--- config.mk ---
export PLATFORM = sky130hd
export DESIGN_NAME = regfile_dumper
export DESIGN_NICKNAME = d
export VERILOG_FILES = /design/src/rtl/regfile_dump_pkg.sv /design/src/rtl/regfile_dump_buf.sv /design/src/rtl/regfile_dumper.sv
export SDC_FILE = /design/constraint.sdc
export NUM_CORES = 1
export LEC_CHECK = 0
export CORE_ASPECT_RATIO = 1.4
export CORE_MARGIN = 8
export CORE_UTILIZATION = 45
export DETAILED_ROUTE_END_ITERATION = 6
export GPL_TIMING_DRIVEN = 0
export PLACE_DENSITY = 0.83
export RECOVER_POWER = 50
export SLEW_MARGIN = 15
export SYNTH_ARGS = -nofsm -noshare
export SYNTH_HDL_FRONTEND = slang
export SYNTH_HIERARCHICAL = 1
export SYNTH_SLANG_ARGS = --single-unit
--- constraint.sdc ---
create_clock -name clk -period 2.7 [get_ports clk]
set_input_delay 0.675 -clock clk [delete_from_list [all_inputs] [get_ports clk]]
set_output_delay 0.675 -clock clk [all_outputs]
set_load 0.01 [all_outputs]
--- src/rtl/regfile_dump_pkg.sv ---
// Shared types and sizes for the register-file dumper.
// REGFILE_DUMP_CHECKSUM_EN adds the CSUM state.
package regfile_dump_pkg;

  localparam int REG_COUNT = 32;
  localparam int IDX_W     = 5;
  localparam int DATA_W    = 32;
  localparam int CNT_W     = $clog2(REG_COUNT) + 1;

  typedef enum logic [2:0] {
    S_IDLE,
    S_READ,
    S_CAPT,
    S_DRAIN,
`ifdef REGFILE_DUMP_CHECKSUM_EN
    S_DONE,
    S_CSUM
`else
    S_DONE
`endif
  } state_e;

  typedef struct packed {
    logic [DATA_W-1:0] data;
    logic [IDX_W-1:0]  idx;
    logic              last;
  } entry_t;

endpackage

--- src/rtl/regfile_dump_buf.sv ---
// Two-entry ordered output buffer; entry 0 always drains before entry 1.
// Loading overwrites both entries at once.
module regfile_dump_buf
  import regfile_dump_pkg::*;
(
  input  logic   clk,
  input  logic   reset_n,
  input  logic   load,
  input  logic   two,
  input  entry_t in0,
  input  entry_t in1,
  input  logic   pop,
  output logic   valid,
  output logic   single,
  output entry_t head
);

  entry_t e0_q, e0_d;
  entry_t e1_q, e1_d;
  logic   v0_q, v0_d;
  logic   v1_q, v1_d;

  always_comb begin
    e0_d = e0_q;
    e1_d = e1_q;
    v0_d = v0_q;
    v1_d = v1_q;
    if (load) begin
      e0_d = in0;
      e1_d = two ? in1 : '0;
      v0_d = 1'b1;
      v1_d = two;
    end else if (pop) begin
      if (v0_q) v0_d = 1'b0;
      else      v1_d = 1'b0;
    end
  end

  always_ff @(posedge clk) begin
    if (!reset_n) begin
      e0_q <= '0;
      e1_q <= '0;
      v0_q <= 1'b0;
      v1_q <= 1'b0;
    end else begin
      e0_q <= e0_d;
      e1_q <= e1_d;
      v0_q <= v0_d;
      v1_q <= v1_d;
    end
  end

  assign valid  = v0_q | v1_q;
  assign single = v0_q ^ v1_q;
  assign head   = v0_q ? e0_q : (v1_q ? e1_q : '0);

endmodule

--- src/rtl/regfile_dumper.sv ---
// Dumps a wrapping range of the register file two words per read cycle.
// REGFILE_DUMP_CHECKSUM_EN appends an XOR checksum word.
module regfile_dumper
  import regfile_dump_pkg::*;
(
  input  logic              clk,
  input  logic              reset_n,
  input  logic              start,
  input  logic [IDX_W-1:0]  first_index,
  input  logic [IDX_W-1:0]  last_index,
  output logic              rd_en1,
  output logic [IDX_W-1:0]  rd_index1,
  output logic              rd_en2,
  output logic [IDX_W-1:0]  rd_index2,
  input  logic [DATA_W-1:0] rd_data1,
  input  logic [DATA_W-1:0] rd_data2,
  output logic              out_valid,
  input  logic              out_ready,
  output logic [DATA_W-1:0] out_data,
  output logic [IDX_W-1:0]  out_index,
  output logic              out_last,
  output logic              busy,
  output logic              done
);

`ifdef REGFILE_DUMP_CHECKSUM_EN
  localparam bit LAST_ON = 1'b0;
`else
  localparam bit LAST_ON = 1'b1;
`endif

  state_e           state_q, state_d;
  logic [IDX_W-1:0] ptr_q, ptr_d;
  logic [CNT_W-1:0] cnt_q, cnt_d;
  logic [CNT_W-1:0] step;
  logic [IDX_W-1:0] diff;
`ifdef REGFILE_DUMP_CHECKSUM_EN
  logic [DATA_W-1:0] acc_q, acc_d;
`endif

  logic   buf_load;
  logic   buf_two;
  logic   buf_pop;
  logic   buf_valid;
  logic   buf_single;
  entry_t buf_in0;
  entry_t buf_in1;
  entry_t buf_head;

  assign diff    = last_index - first_index;
  assign step    = (cnt_q >= CNT_W'(2)) ? CNT_W'(2) : CNT_W'(1);
  assign buf_two = cnt_q >= CNT_W'(2);

  // Data lands one cycle after READ; ptr/cnt are unchanged until drain
  assign buf_in0 = '{data: rd_data1, idx: ptr_q,
                     last: LAST_ON && (cnt_q == CNT_W'(1))};
  assign buf_in1 = '{data: rd_data2, idx: ptr_q + IDX_W'(1),
                     last: LAST_ON && (cnt_q == CNT_W'(2))};

  regfile_dump_buf u_obuf (
    .clk     (clk),
    .reset_n (reset_n),
    .load    (buf_load),
    .two     (buf_two),
    .in0     (buf_in0),
    .in1     (buf_in1),
    .pop     (buf_pop),
    .valid   (buf_valid),
    .single  (buf_single),
    .head    (buf_head)
  );

  always_comb begin
    state_d   = state_q;
    ptr_d     = ptr_q;
    cnt_d     = cnt_q;
`ifdef REGFILE_DUMP_CHECKSUM_EN
    acc_d     = acc_q;
`endif
    rd_en1    = 1'b0;
    rd_index1 = '0;
    rd_en2    = 1'b0;
    rd_index2 = '0;
    out_valid = 1'b0;
    out_data  = '0;
    out_index = '0;
    out_last  = 1'b0;
    done      = 1'b0;
    buf_load  = 1'b0;
    buf_pop   = 1'b0;
    unique case (state_q)
      S_IDLE: begin
        if (start) begin
          ptr_d   = first_index;
          cnt_d   = CNT_W'(diff) + CNT_W'(1);
`ifdef REGFILE_DUMP_CHECKSUM_EN
          acc_d   = '0;
`endif
          state_d = S_READ;
        end
      end
      S_READ: begin
        rd_en1    = 1'b1;
        rd_index1 = ptr_q;
        if (buf_two) begin
          rd_en2    = 1'b1;
          rd_index2 = ptr_q + IDX_W'(1);
        end
        state_d = S_CAPT;
      end
      S_CAPT: begin
        buf_load = 1'b1;
        state_d  = S_DRAIN;
      end
      S_DRAIN: begin
        out_valid = buf_valid;
        out_data  = buf_head.data;
        out_index = buf_head.idx;
        out_last  = buf_head.last;
        if (buf_valid && out_ready) begin
          buf_pop = 1'b1;
`ifdef REGFILE_DUMP_CHECKSUM_EN
          acc_d   = acc_q ^ buf_head.data;
`endif
          if (buf_single) begin
            ptr_d = ptr_q + step[IDX_W-1:0];
            cnt_d = cnt_q - step;
            if (cnt_q != step) begin
              state_d = S_READ;
            end else begin
`ifdef REGFILE_DUMP_CHECKSUM_EN
              state_d = S_CSUM;
`else
              state_d = S_DONE;
`endif
            end
          end
        end
      end
`ifdef REGFILE_DUMP_CHECKSUM_EN
      S_CSUM: begin
        out_valid = 1'b1;
        out_data  = acc_q;
        out_last  = 1'b1;
        if (out_ready) state_d = S_DONE;
      end
`endif
      S_DONE: begin
        done    = 1'b1;
        state_d = S_IDLE;
      end
      default: state_d = S_IDLE;
    endcase
  end

  always_ff @(posedge clk) begin
    if (!reset_n) begin
      state_q <= S_IDLE;
      ptr_q   <= '0;
      cnt_q   <= '0;
`ifdef REGFILE_DUMP_CHECKSUM_EN
      acc_q   <= '0;
`endif
    end else begin
      state_q <= state_d;
      ptr_q   <= ptr_d;
      cnt_q   <= cnt_d;
`ifdef REGFILE_DUMP_CHECKSUM_EN
      acc_q   <= acc_d;
`endif
    end
  end

  assign busy = state_q != S_IDLE;

endmodule

* Word-level counts from Yosys, hierarchy flattened
Cells that the tools add are included.
** Storage, ports and cells
- Output and inout port bits :: 53
- Bits in read-only memories :: 0
- Bits in latches :: 0
- Bits of input ports :: 78
- Register bits after elaboration :: 92
- Memories :: 0
- Word-level logic and storage cells :: 74
- RAM bits :: 0
** Operators by class
- Equality and inequality tests :: 11
- $lt $le $gt $ge :: 1
- $add $sub $neg :: 5
- Multiplexer cells :: 36
- Shift operators :: 0
- $mul :: 0
- Reduce and logical (&&, ||, !) cells :: 8
- Div/mod/pow operators :: 0
- Bitwise operators :: 2
** Operators by type and width (number)
- 38-bit two-way mux :: 3
- 5-bit two-way mux :: 7
- 32-bit two-way mux :: 1
- 6-bit two-way mux :: 3
- 1-bit two-way mux :: 14
- 3-bit two-way mux :: 4
- 3-bit case mux with 4 select lines :: 1
- 6-bit case mux with 2 select lines :: 1
- 5-bit case mux with 2 select lines :: 1
- 2-bit != test, second input constant :: 4
- 5-bit by 1-bit adder with 6-bit output, second input constant :: 1
- 3-bit by 2-bit == test with 1-bit output, second input constant :: 2
- 6-bit by 1-bit == test with 1-bit output, second input constant :: 1
- 6-bit by 2-bit == test with 1-bit output, second input constant :: 1
- 6-bit by 2-bit >= comparator with 1-bit output, second input constant :: 1
- 6-bit by 2-bit != test with 1-bit output :: 1
- 6-bit by 2-bit subtractor with 6-bit output :: 1
- 5-bit by 1-bit adder with 5-bit output, second input constant :: 1
- 5-bit by 2-bit adder with 5-bit output :: 1
- 5-bit subtractor :: 1
- 4-bit AND reduction :: 1
- 2-bit nonzero test :: 2
- 3-bit by 1-bit == test with 1-bit output, second input constant :: 1
- 3-bit == test, second input constant :: 1
- other kinds (8) :: 8

* Longest topological paths before layout
Gate-level depths: netlist of run 1.
- Depth after elaboration :: 7
- Mapped depth :: 10

* Hierarchy
Netlist of run 1, hierarchy kept.
** By module, submodules not included
- regfile_dump_buf :: area each 3253.1 um^2, times used 1, cells each 308, seq. area each 1561.5 um^2
- regfile_dumper :: area each 1570.3 um^2, times used 1, cells each 205, seq. area each 280.3 um^2

* Worst setup path before layout of run 1
No wires, ideal clock.
- Path kind :: register -> register
- Start point :: reg cnt_q[2]
- End point :: reg cnt_q[5]
- Setup time :: 0.123 ns
- Arrival :: 2.315 ns
- Setup slack :: 0.262 ns
- Data required time :: 2.577 ns
- Period minus slack after synthesis :: 2.438 ns
- Path buffers :: 0
- Stages on the path, launching flop included :: 10
- Cells stage by stage :: dfxtp_1 > nor4_1 > nand2_1 > inv_1 > ha_1 > nor2b_1 > nor4b_1 > mux2_2 > a22oi_1 > a21oi_1
** Between the ends
- Longest elaborated chain between the ends :: 6
** Ends and longest elaborated chain
- start, declared :: line regfile_dumper.sv:34 : logic [CNT_W-1:0] cnt_q, cnt_d;
- start signal, assigned :: line regfile_dumper.sv:167 : cnt_q <= cnt_d;
- 6-bit by 2-bit >= comparator with 1-bit output
- via buf_two :: line regfile_dumper.sv:42 : logic buf_two;
- 2-bit two-way mux :: line regfile_dumper.sv:51 : assign step = (cnt_q >= CNT_W'(2)) ? CNT_W'(2) : CNT_W'(1);
- 6-bit by 2-bit subtractor with 6-bit output :: line regfile_dumper.sv:127 : cnt_d = cnt_q - step;
- 6-bit two-way mux :: line regfile_dumper.sv:125 : if (buf_single) begin
- 6-bit two-way mux :: line regfile_dumper.sv:120 : if (buf_valid && out_ready) begin
- 6-bit case mux with 2 select lines :: line regfile_dumper.sv:91 : unique case (state_q)
The timed path passes the listed nets, and every way through them passes these cells. The select of a mux whose other input is x is not followed.
A chain may end at the register's enable or synchronous reset.

* Worst setup path after layout of run 1
- Start point :: reg state_q[2]
- End point :: out out_valid
** Between the ends
- Longest elaborated chain between the ends :: 2
** Ends and longest elaborated chain
- start, declared :: line regfile_dumper.sv:32 : state_e state_q, state_d;
- start signal, assigned :: line regfile_dumper.sv:165 : state_q <= state_d;
- 3-bit by 2-bit == test with 1-bit output :: line regfile_dumper.sv:91
- 1-bit two-way mux :: line regfile_dumper.sv:91
- end, declared :: line regfile_dumper.sv:17 : output logic out_valid,
Every way passes these cells.

==> reports/metrics.cfg, run 1 <==
[status]
status = finished clean

[routing]
initialDrtViolationCount = 283
num_vias = 4384
drc = 0
vias_per_cell = 5.39
first_pass_iters = 6
ant_nets = 0
post_drt_wl_per_cell_um = 18.0
routed_wl_um = 14600

[critical_path]
path_class = flop to output port
critical_path_buf_inv_count = 3
slowest_delay_ns = 0.53
critPathSlowestCell = clkdlybuf4s50_1
cp.required_ns = 2.03
path_cells = buf_6 -> and3b_2 -> buf_6 -> and2_1 -> clkdlybuf4s50_1
endpoint_kind = output port
cpLargestDelayFamily = buffers and inverters
start_kind = flop
timing.critical_path.mode_cell = buf_6
path_depth = 5
path_max_fanout = 10
reg2regPathDepth = 10
worstPathArrival_ns = 1.99

[yosys]
synth_edf_count = 0
ys_ff_latch = 92
synthFlopType = dfxtp_1
ys_types = 50
synthesis.area_sq_um = 4820
synth_top_cell_area_share_pct = 38.2
synthArstFlopShare_pct = 0
ys_top_cells_by_area = dfxtp_1 (38%), nor2b_1 (10%), mux2i_1 (7.9%), a22o_1 (6.9%), a22oi_1 (6.5%)
ys_seq_area_share_pct = 38.2
yosysWarnings = 6
synth_area_per_cell_sq_um = 9.40
syn_nets = 606
netlist_instances = 513
yosys.area.top_type = dfxtp_1

[hold_path]
min_path_cells = 2
hold_class = flop to flop

[timing]
fin_ws_ns = 0.0353
setup_viol_count_final = 0
maxSlewViolCount = 0
fmax_mhz = 375
tightest_slew_ns = 0.794
fin_worst_skew_ns = 0.00813
fin_crit_sh_pct = 98.7
min_period_ns = 2.66
slew_headroom_pct = 47.0
hold_viol = 0
rsz0062_at_grt = true

[die]
die_w_um = 104
fp-row-count = 44
die_y_um = 139
core-area_sq_um = 10400
io_pins = 131
initial_utilization_pct = 46.4
die_area_sq_um = 14300

[cells_and_area]
area_growth_pct = 41.8
antenna_cells = 0
drive_gt1_share_pct = 10.8
fillers = 819
nNetsFinal = 763
design_area_sq_um = 6840

[clock_network]
clk_latency_ns = 0.34
cts-htree-levels = 3
hold_buffers = 0
root_buffer = clkbuf_16
clockBufferDepth = 2
clk_pin_slew_ns = 0.06
clkSinkCount = 92
cts_buffers = 9
cts_tree = built

[place]
dpl_cell_area_sq_um = 6300
dp_hpwl_um = 10800
portBuffers = 130
place_ws_ns = -0.330
gp_congestion = 0.855

[global_routing]
grt_pass1_vias = 4500
grt_max_degree = 15
grt_pass1_wl_um = 23000
grt_remaining_overflow = 0
gr-usage-all-layers_pct = 19.7
antenna_found_initial = 0

[power_and_ir_drop]
power_density_nw_per_um2 = 526
p_leak_nw = 2.95
ir_drop_mv = 0.316
totalPowerFinal_mw = 3.60

[run]
drv_cap = 0

-- logic make-up after synthesis --
logic type / count (synthesis) / synth area share (%)
simple gates: 186 / 23.5
compound gates: 115 / 18.3
flops: 92 / 38.2
buf+inv: 57 / 5.89
mux: 39 / 8.12
fa+ha+maj: 15 / 4.36
xor+xnor: 9 / 1.63
-- through the flow --
step	util (%)	hold WS, ns	setup TNS (ns)	instances
4_1_cts	64.6	0.525	-1.29	807
3_5_place_dp	60.5	0.510	-7.89	781
6_report	65.7	0.522	0	813
5_1_grt	65.7	0.535	-0.144	813
2_1_floorplan	-	0.482	0	513
3_3_place_gp	60.5	0.497	-7.00	781
-- tightest hold or removal path, cell delays in order, from the launching register on --
cell and delay (ns):
dfxtp_1 0.33, mux2i_1 0.07, nor2b_1 0.09
-- routing by layer --
metal | share of wire [%] | track usage (%) | up-vias
met5 | 0 | 0 | -
met1 | 39 | 20.3 | 2096
met3 | 4.2 | 4.33 | 24
met2 | 54 | 36.5 | 133
met4 | 2.7 | 9.78 | 0
li1 | - | - | 2131
-- area by class of cell --
type / instances / area (sq um) / share of cell area [%]
inverters: 18 / 67.6 / 0.988
plain buffers: 38 / 275 / 4.02
well taps: 138 / 173 / 2.52
clock buffers: 12 / 256 / 3.75
repair buffers: 147 / 1430 / 20.9
clock inverters: 4 / 47.5 / 0.695
flip-flops and latches: 92 / 1850 / 27.1
multi-input cells: 364 / 2740 / 40.0
-- state kept, by name (all words and copies together) (netlist names) --
name / cells
state_q: 3
u_obuf/e1_q: 38
u_obuf/v1_q: 1
ptr_q: 5
u_obuf/e0_q: 38
cnt_q: 6
u_obuf/v0_q: 1
-- cell usage after synthesis, drive strengths merged, types with 9 or more instances --
cell type	number
and2	49
nor2b	79
nand3	9
and3	10
dfxtp	92
inv	17
nand2	10
o21ai	9
clkbuf	18
buf	21
nor2	12
a22o	38
ha	12
mux2i	38
a22oi	42
-- worst paths after layout --
kind | startpoint | end | slack [ns]
max | state_q[2] | out_valid | 0.04
min | u_obuf/e0_q[37] | u_obuf/e0_q[37] | 0.52
max reg2reg | cnt_q[5] | cnt_q[5] | 0.14
min reg2reg | u_obuf/e0_q[37] | u_obuf/e0_q[37] | 0.52
-- report_power, final --
group | switching, mW | internal (mW)
Combinational | 0.404 | 0.419
Sequential | 0.0663 | 1.44
Clock | 0.506 | 0.765
-- cells in the final DEF (no fill, tap or decap), types with 3 or more instances in the layout --
cell type | Yosys | final
fa_1 | 3 | 3
mux2i_1 | 38 | 38
o21ai_0 | 8 | 8
a21oi_1 | 7 | 7
xnor2_1 | 5 | 5
clkbuf_8 | 0 | 5
clkbuf_16 | 0 | 9
dfxtp_1 | 92 | 87
and2_1 | 49 | 48
nand2_1 | 10 | 9
dlymetal6s2s_1 | 0 | 14
and3_1 | 9 | 9
a211oi_1 | 4 | 4
xor2_1 | 4 | 4
inv_1 | 17 | 17
nand3_1 | 9 | 9
ha_1 | 12 | 12
dlygate4sd2_1 | 0 | 23
clkdlybuf4s50_1 | 0 | 87
a22oi_1 | 42 | 42
clkdlybuf4s15_1 | 0 | 5
dfxtp_2 | 0 | 3
buf_2 | 11 | 5
buf_4 | 5 | 19
a22o_1 | 38 | 38
nor2_1 | 11 | 10
clkbuf_1 | 18 | 16
nor2b_1 | 79 | 79
buf_6 | 5 | 11
-- repair_timing --
action,in CTS,in global routing
gates resized for setup,52,41
buffers inserted,11,6
pin swaps,3,2
endpoints found under the setup margin,52,25
No activity file was read; power rests on OpenSTA's default activity.
==> inputs of run 2 (changes only) <==
--- a/config.mk
+++ b/config.mk
@@ -11,4 +11,5 @@
 export DETAILED_ROUTE_END_ITERATION = 6
+export DONT_BUFFER_PORTS = 1
 export GPL_TIMING_DRIVEN = 0
-export PLACE_DENSITY = 0.83
+export PLACE_DENSITY = 0.68
 export RECOVER_POWER = 50
--- a/constraint.sdc
+++ b/constraint.sdc
@@ -3,2 +3,2 @@
 set_output_delay 0.675 -clock clk [all_outputs]
-set_load 0.01 [all_outputs]
+set_load 0.05 [all_outputs]
==> run 2 against run 1 <==
Net effect:
- maximum frequency grew 3.9%
- total power fell by 5.4%
- sequential power is essentially flat
- largest power group unchanged
- clock-buffer cell count shrank 1
==> reports/metrics.cfg, run 2 (synthesized netlist as in run 1, its figures left out) <==
[clock_network]
cts-htree-levels = 3
cts_tree = built
hold_buffers = 0
clk_latency_ns = 0.33
root_buffer = clkbuf_16
cts_buffers = 9
clkSinkCount = 92
clockBufferDepth = 2
clk_pin_slew_ns = 0.06

[power_and_ir_drop]
totalPowerFinal_mw = 3.40
ir_drop_mv = 0.329
p_leak_nw = 2.01
power_density_nw_per_um2 = 632

[place]
place_inst = 651
gp_congestion = 0.820
dpl_cell_area_sq_um = 5000
dp_hpwl_um = 10100
portBuffers = 0

[critical_path]
slowest_delay_ns = 0.41
reg2regPathDepth = 9
path_cells = nor4_2 -> nand2_2 -> buf_4 -> ha_1 -> and2_2
critPathSlowestCell = nor4_2
path_max_fanout = 7
worstPathArrival_ns = 1.89
path_class = flop to output port
endpoint_kind = output port
start_kind = flop
reg2reg_to = cnt_q[5]
rrSetupSlack_ns = 0.24
rr_startpoint = cnt_q[2]
cp.required_ns = 2.03

[timing]
fin_crit_sh_pct = 94.9
fin_worst_skew_ns = 0.00664
rsz0062_at_grt = false
setup_viol_count_final = 0
whs_ns = 0.486
fmax_mhz = 390
maxSlewViolCount = 0
min_period_ns = 2.56
hold_viol = 0
slew_headroom_pct = 45.6
tightest_slew_ns = 0.815

[cells_and_area]
final_common_cell = dfxtp_1
nNetsFinal = 620
area_growth_pct = 11.6
layout.cells.non_filler = 669
reg.largest.list = u_obuf/e0_q (38), u_obuf/e1_q (38), cnt_q (6)
layout_common_cells = dfxtp_1 (92), nor2b_1 (79), and2_2 (45), a22oi_1 (42)
drive_gt1_share_pct = 18.5
antenna_cells = 0
design_area_sq_um = 5380

[routing]
ant_nets = 0
drc = 0
routed_wl_um = 13000
post_drt_wl_per_cell_um = 19.5
num_vias = 3808
vias_per_cell = 5.69
initialDrtViolationCount = 208
first_pass_iters = 4

[die]
io_pins = 131
fp-row-count = 44
initial_utilization_pct = 46.4
core-area_sq_um = 10400
die_y_um = 139
die_area_sq_um = 14300
die_w_um = 104

[global_routing]
antenna_found_initial = 0
grt_max_degree = 15
grt_pass1_wl_um = 20800
grt_remaining_overflow = 0
gr-usage-all-layers_pct = 17.9
grt_pass1_vias = 3851

[hold_path]
min_path_cells = 2
hp-start = reset_n
hold_end = cnt_q[2]
hold_class = primary input to flop

[run]
drv_cap = 0

[status]
status = finished clean

run 2: routing by layer:
| metal | wire length [um] | track usage (%) |
|---|---|---|
| met1 | 5220 | 19.4 |
| met2 | 6740 | 32.2 |
| met3 | 828 | 5.26 |
| met4 | 261 | 6.13 |
| met5 | 0 | 0 |
run 2: how the worst max path moves through the flow:
stage                          start      endpoint  slack, ns  depth (start not counted)
after global routing        cnt_q[2]  rd_index2[0]       0.03                          5
after global placement    state_q[0]  rd_index2[2]      -0.19                          4
after floorplan           state_q[0]  rd_index2[2]       0.15                          4
after CTS                 state_q[0]  rd_index2[3]    0.00008                          4
final                       cnt_q[2]  rd_index2[0]       0.14                          5
after detailed placement  state_q[0]  rd_index2[3]      -0.24                          4
run 2: cell type report:
cell class                      instances  area [sq um]
Fill cell                             973          5020
Tap cell                              138           173
Sequential cell                        92          1840
Clock inverter                          4          50.0
Buffer                                 38           206
Timing Repair Buffer                    4          30.0
Multi-Input combinational cell        364          2770
Inverter                               18          71.3
Clock buffer                           11           243
run 2: critical path, delay by kind of cell, from the launching register on:
family	cells	cell delay [ns]
fa+ha+maj	1	0.16
buf+inv	1	0.19
flops	1	0.38
simple gates	3	0.83
run 2: stage by stage:
| step | setup TNS, ns | worst slack, ns | util (%) |
|---|---|---|---|
| final | 0 | 0.136 | 51.7 |
| after global routing | 0 | 0.0272 | 51.7 |
| after CTS | 0 | 0.0000808 | 51.5 |
| after detailed placement | -2.50 | -0.242 | 48.0 |
| after global placement | -1.89 | -0.190 | 48.0 |
| after floorplan | 0 | 0.151 | - |
run 2: report_power, final:
part           switching [mW]  internal (mW)
combinational           0.387          0.276
clock                   0.506          0.736
sequential             0.0601           1.44
total                   0.953           2.45
run 2: repair_timing:
item                                    4_1_cts  5_1_grt
pin swaps                                     0        1
gates resized for setup                      53        7
endpoints found under the setup margin       51       21
buffers inserted                              0        4
==> inputs of run 3 (changes only) <==
CORE_UTILIZATION = 64   (was 45)
PLACE_DENSITY = 0.88   (was 0.68)
SETUP_SLACK_MARGIN = 0.05   (was unset)
==> run 3 against run 2 <==
Net effect:
- sequential share of layout area grew 1.2 points
- sequential cell count is the same
- die area shrank 26%
- final cell count shrank 6.1%
- sequential power is essentially flat
- via count grew 0.79%
- combinational power grew 2%
- critical endpoint unchanged
- largest power group unchanged
==> reports/metrics.cfg, run 3 (synthesized netlist as in run 1, its figures left out) <==
[routing]
num_vias = 3838
first_pass_iters = 5
vias_per_cell = 6.11
ant_nets = 0
initialDrtViolationCount = 185
drc = 0
post_drt_wl_per_cell_um = 20.2
routed_wl_um = 12700

[clock_network]
clk_latency_ns = 0.37
cts_buffers = 9
root_buffer = clkbuf_8
cts_tree = built
hold_buffers = 0
clk_pin_slew_ns = 0.09
clockBufferDepth = 2
cts-htree-levels = 3
clkSinkCount = 92

[hold_path]
hp-start = reset_n
hold_class = primary input to flop

[critical_path]
worstPathArrival_ns = 1.93
cp.required_ns = 2.03
path_max_fanout = 7
critPathLaunch = cnt_q[2]
endpoint_kind = output port
path_class = flop to output port
start_kind = flop
rr_startpoint = cnt_q[2]

[die]
initial_utilization_pct = 65.9
die_area_sq_um = 10600
die_y_um = 119
core-area_sq_um = 7310
fp-row-count = 37
die_w_um = 89.4
io_pins = 131

[timing]
fmax_mhz = 384
rsz0062_at_grt = false
maxSlewViolCount = 0
setup_viol_count_final = 0
min_period_ns = 2.60
fin_crit_sh_pct = 96.4
hold_viol = 0
slew_headroom_pct = 48.5
tightest_slew_ns = 0.773
whs_ns = 0.436
fin_worst_skew_ns = 0.00893

[global_routing]
grt_pass1_wl_um = 19800
grt_remaining_overflow = 0
top_usage_layer = met2
grt_util_met3_pct = 6.17
grt_max_degree = 14
grtUsageMet2_pct = 43.4
use_met1_pct = 24.3
grt_pass1_vias = 3988
antenna_found_initial = 0
gr-usage-all-layers_pct = 24.3

[run]
drv_cap = 0

[status]
status = finished clean

[place]
gp_congestion = 0.873
portBuffers = 0
dp_hpwl_um = 9640

[power_and_ir_drop]
totalPowerFinal_mw = 2.97
p_leak_nw = 1.98
ir_drop_mv = 0.309
power_density_nw_per_um2 = 571

[cells_and_area]
fillers = 588
antenna_cells = 0
final_common_cell = dfxtp_1
nNetsFinal = 621
reg.largest.list = u_obuf/e0_q (38), u_obuf/e1_q (38), cnt_q (6)
layout_common_cells = dfxtp_1 (92), nor2b_1 (79), and2_2 (45), a22oi_1 (42)
area_growth_pct = 7.83
drive_gt1_share_pct = 18.6

-- run 3: area by class of cell --
cell class	instances	area, sq um	area share, %
timing repair buffer	5	37.5	0.722
inverter	18	67.6	1.30
buffer	38	209	4.02
clock buffer	11	141	2.72
sequential	92	1840	35.4
multi-input combinational	364	2770	53.2
clock inverter	3	15.0	0.289
tap	97	121	2.33
-- run 3: metrics by stage --
step | worst slack (ns) | instances | util (%) | setup TNS, ns | instance area [sq um]
6_report | 0.0979 | 628 | 71.1 | 0 | 5200
3_3_place_gp | -0.198 | 610 | 67.6 | -1.39 | 4940
5_1_grt | 0.0393 | 628 | 71.1 | 0 | 5200
2_1_floorplan | 0.151 | 513 | - | 0 | 4820
4_1_cts | 0.0912 | 623 | 70.9 | 0 | 5180
3_5_place_dp | -0.246 | 610 | 67.6 | -1.97 | 4940
-- run 3: final timing paths --
check        cells past startpoint  slack, ns               to
max                              5        0.1     rd_index2[0]
min                              2       0.44         cnt_q[2]
max reg2reg                      9       0.22         cnt_q[5]
min reg2reg                      2       0.53  u_obuf/e0_q[15]
-- run 3: per-layer routing --
metal	share of wire (%)	up-vias	wire, um
met4	2.9	0	374
met5	0	-	0
met1	36	1832	4580
met2	53	140	6740
li1	-	1837	-
met3	7.8	29	985
-- run 3: what timing repair did --
item | in CTS | in global routing
resized for setup | 55 | 3
setup endpoints to repair | 52 | 13
buffers inserted | 0 | 5
pin swaps | 0 | 1
-- run 3: power by group --
part | switching [mW] | internal [mW]
clock | 0.451 | 0.345
sequential | 0.0621 | 1.44
combinational | 0.392 | 0.283
-- run 3: worst max-delay path, stage by stage (launching register included) --
cell     delay [ns]
dfxtp_1        0.38
nor4_2         0.39
nand2_2        0.15
buf_4          0.19
ha_1           0.17
and2_2         0.27
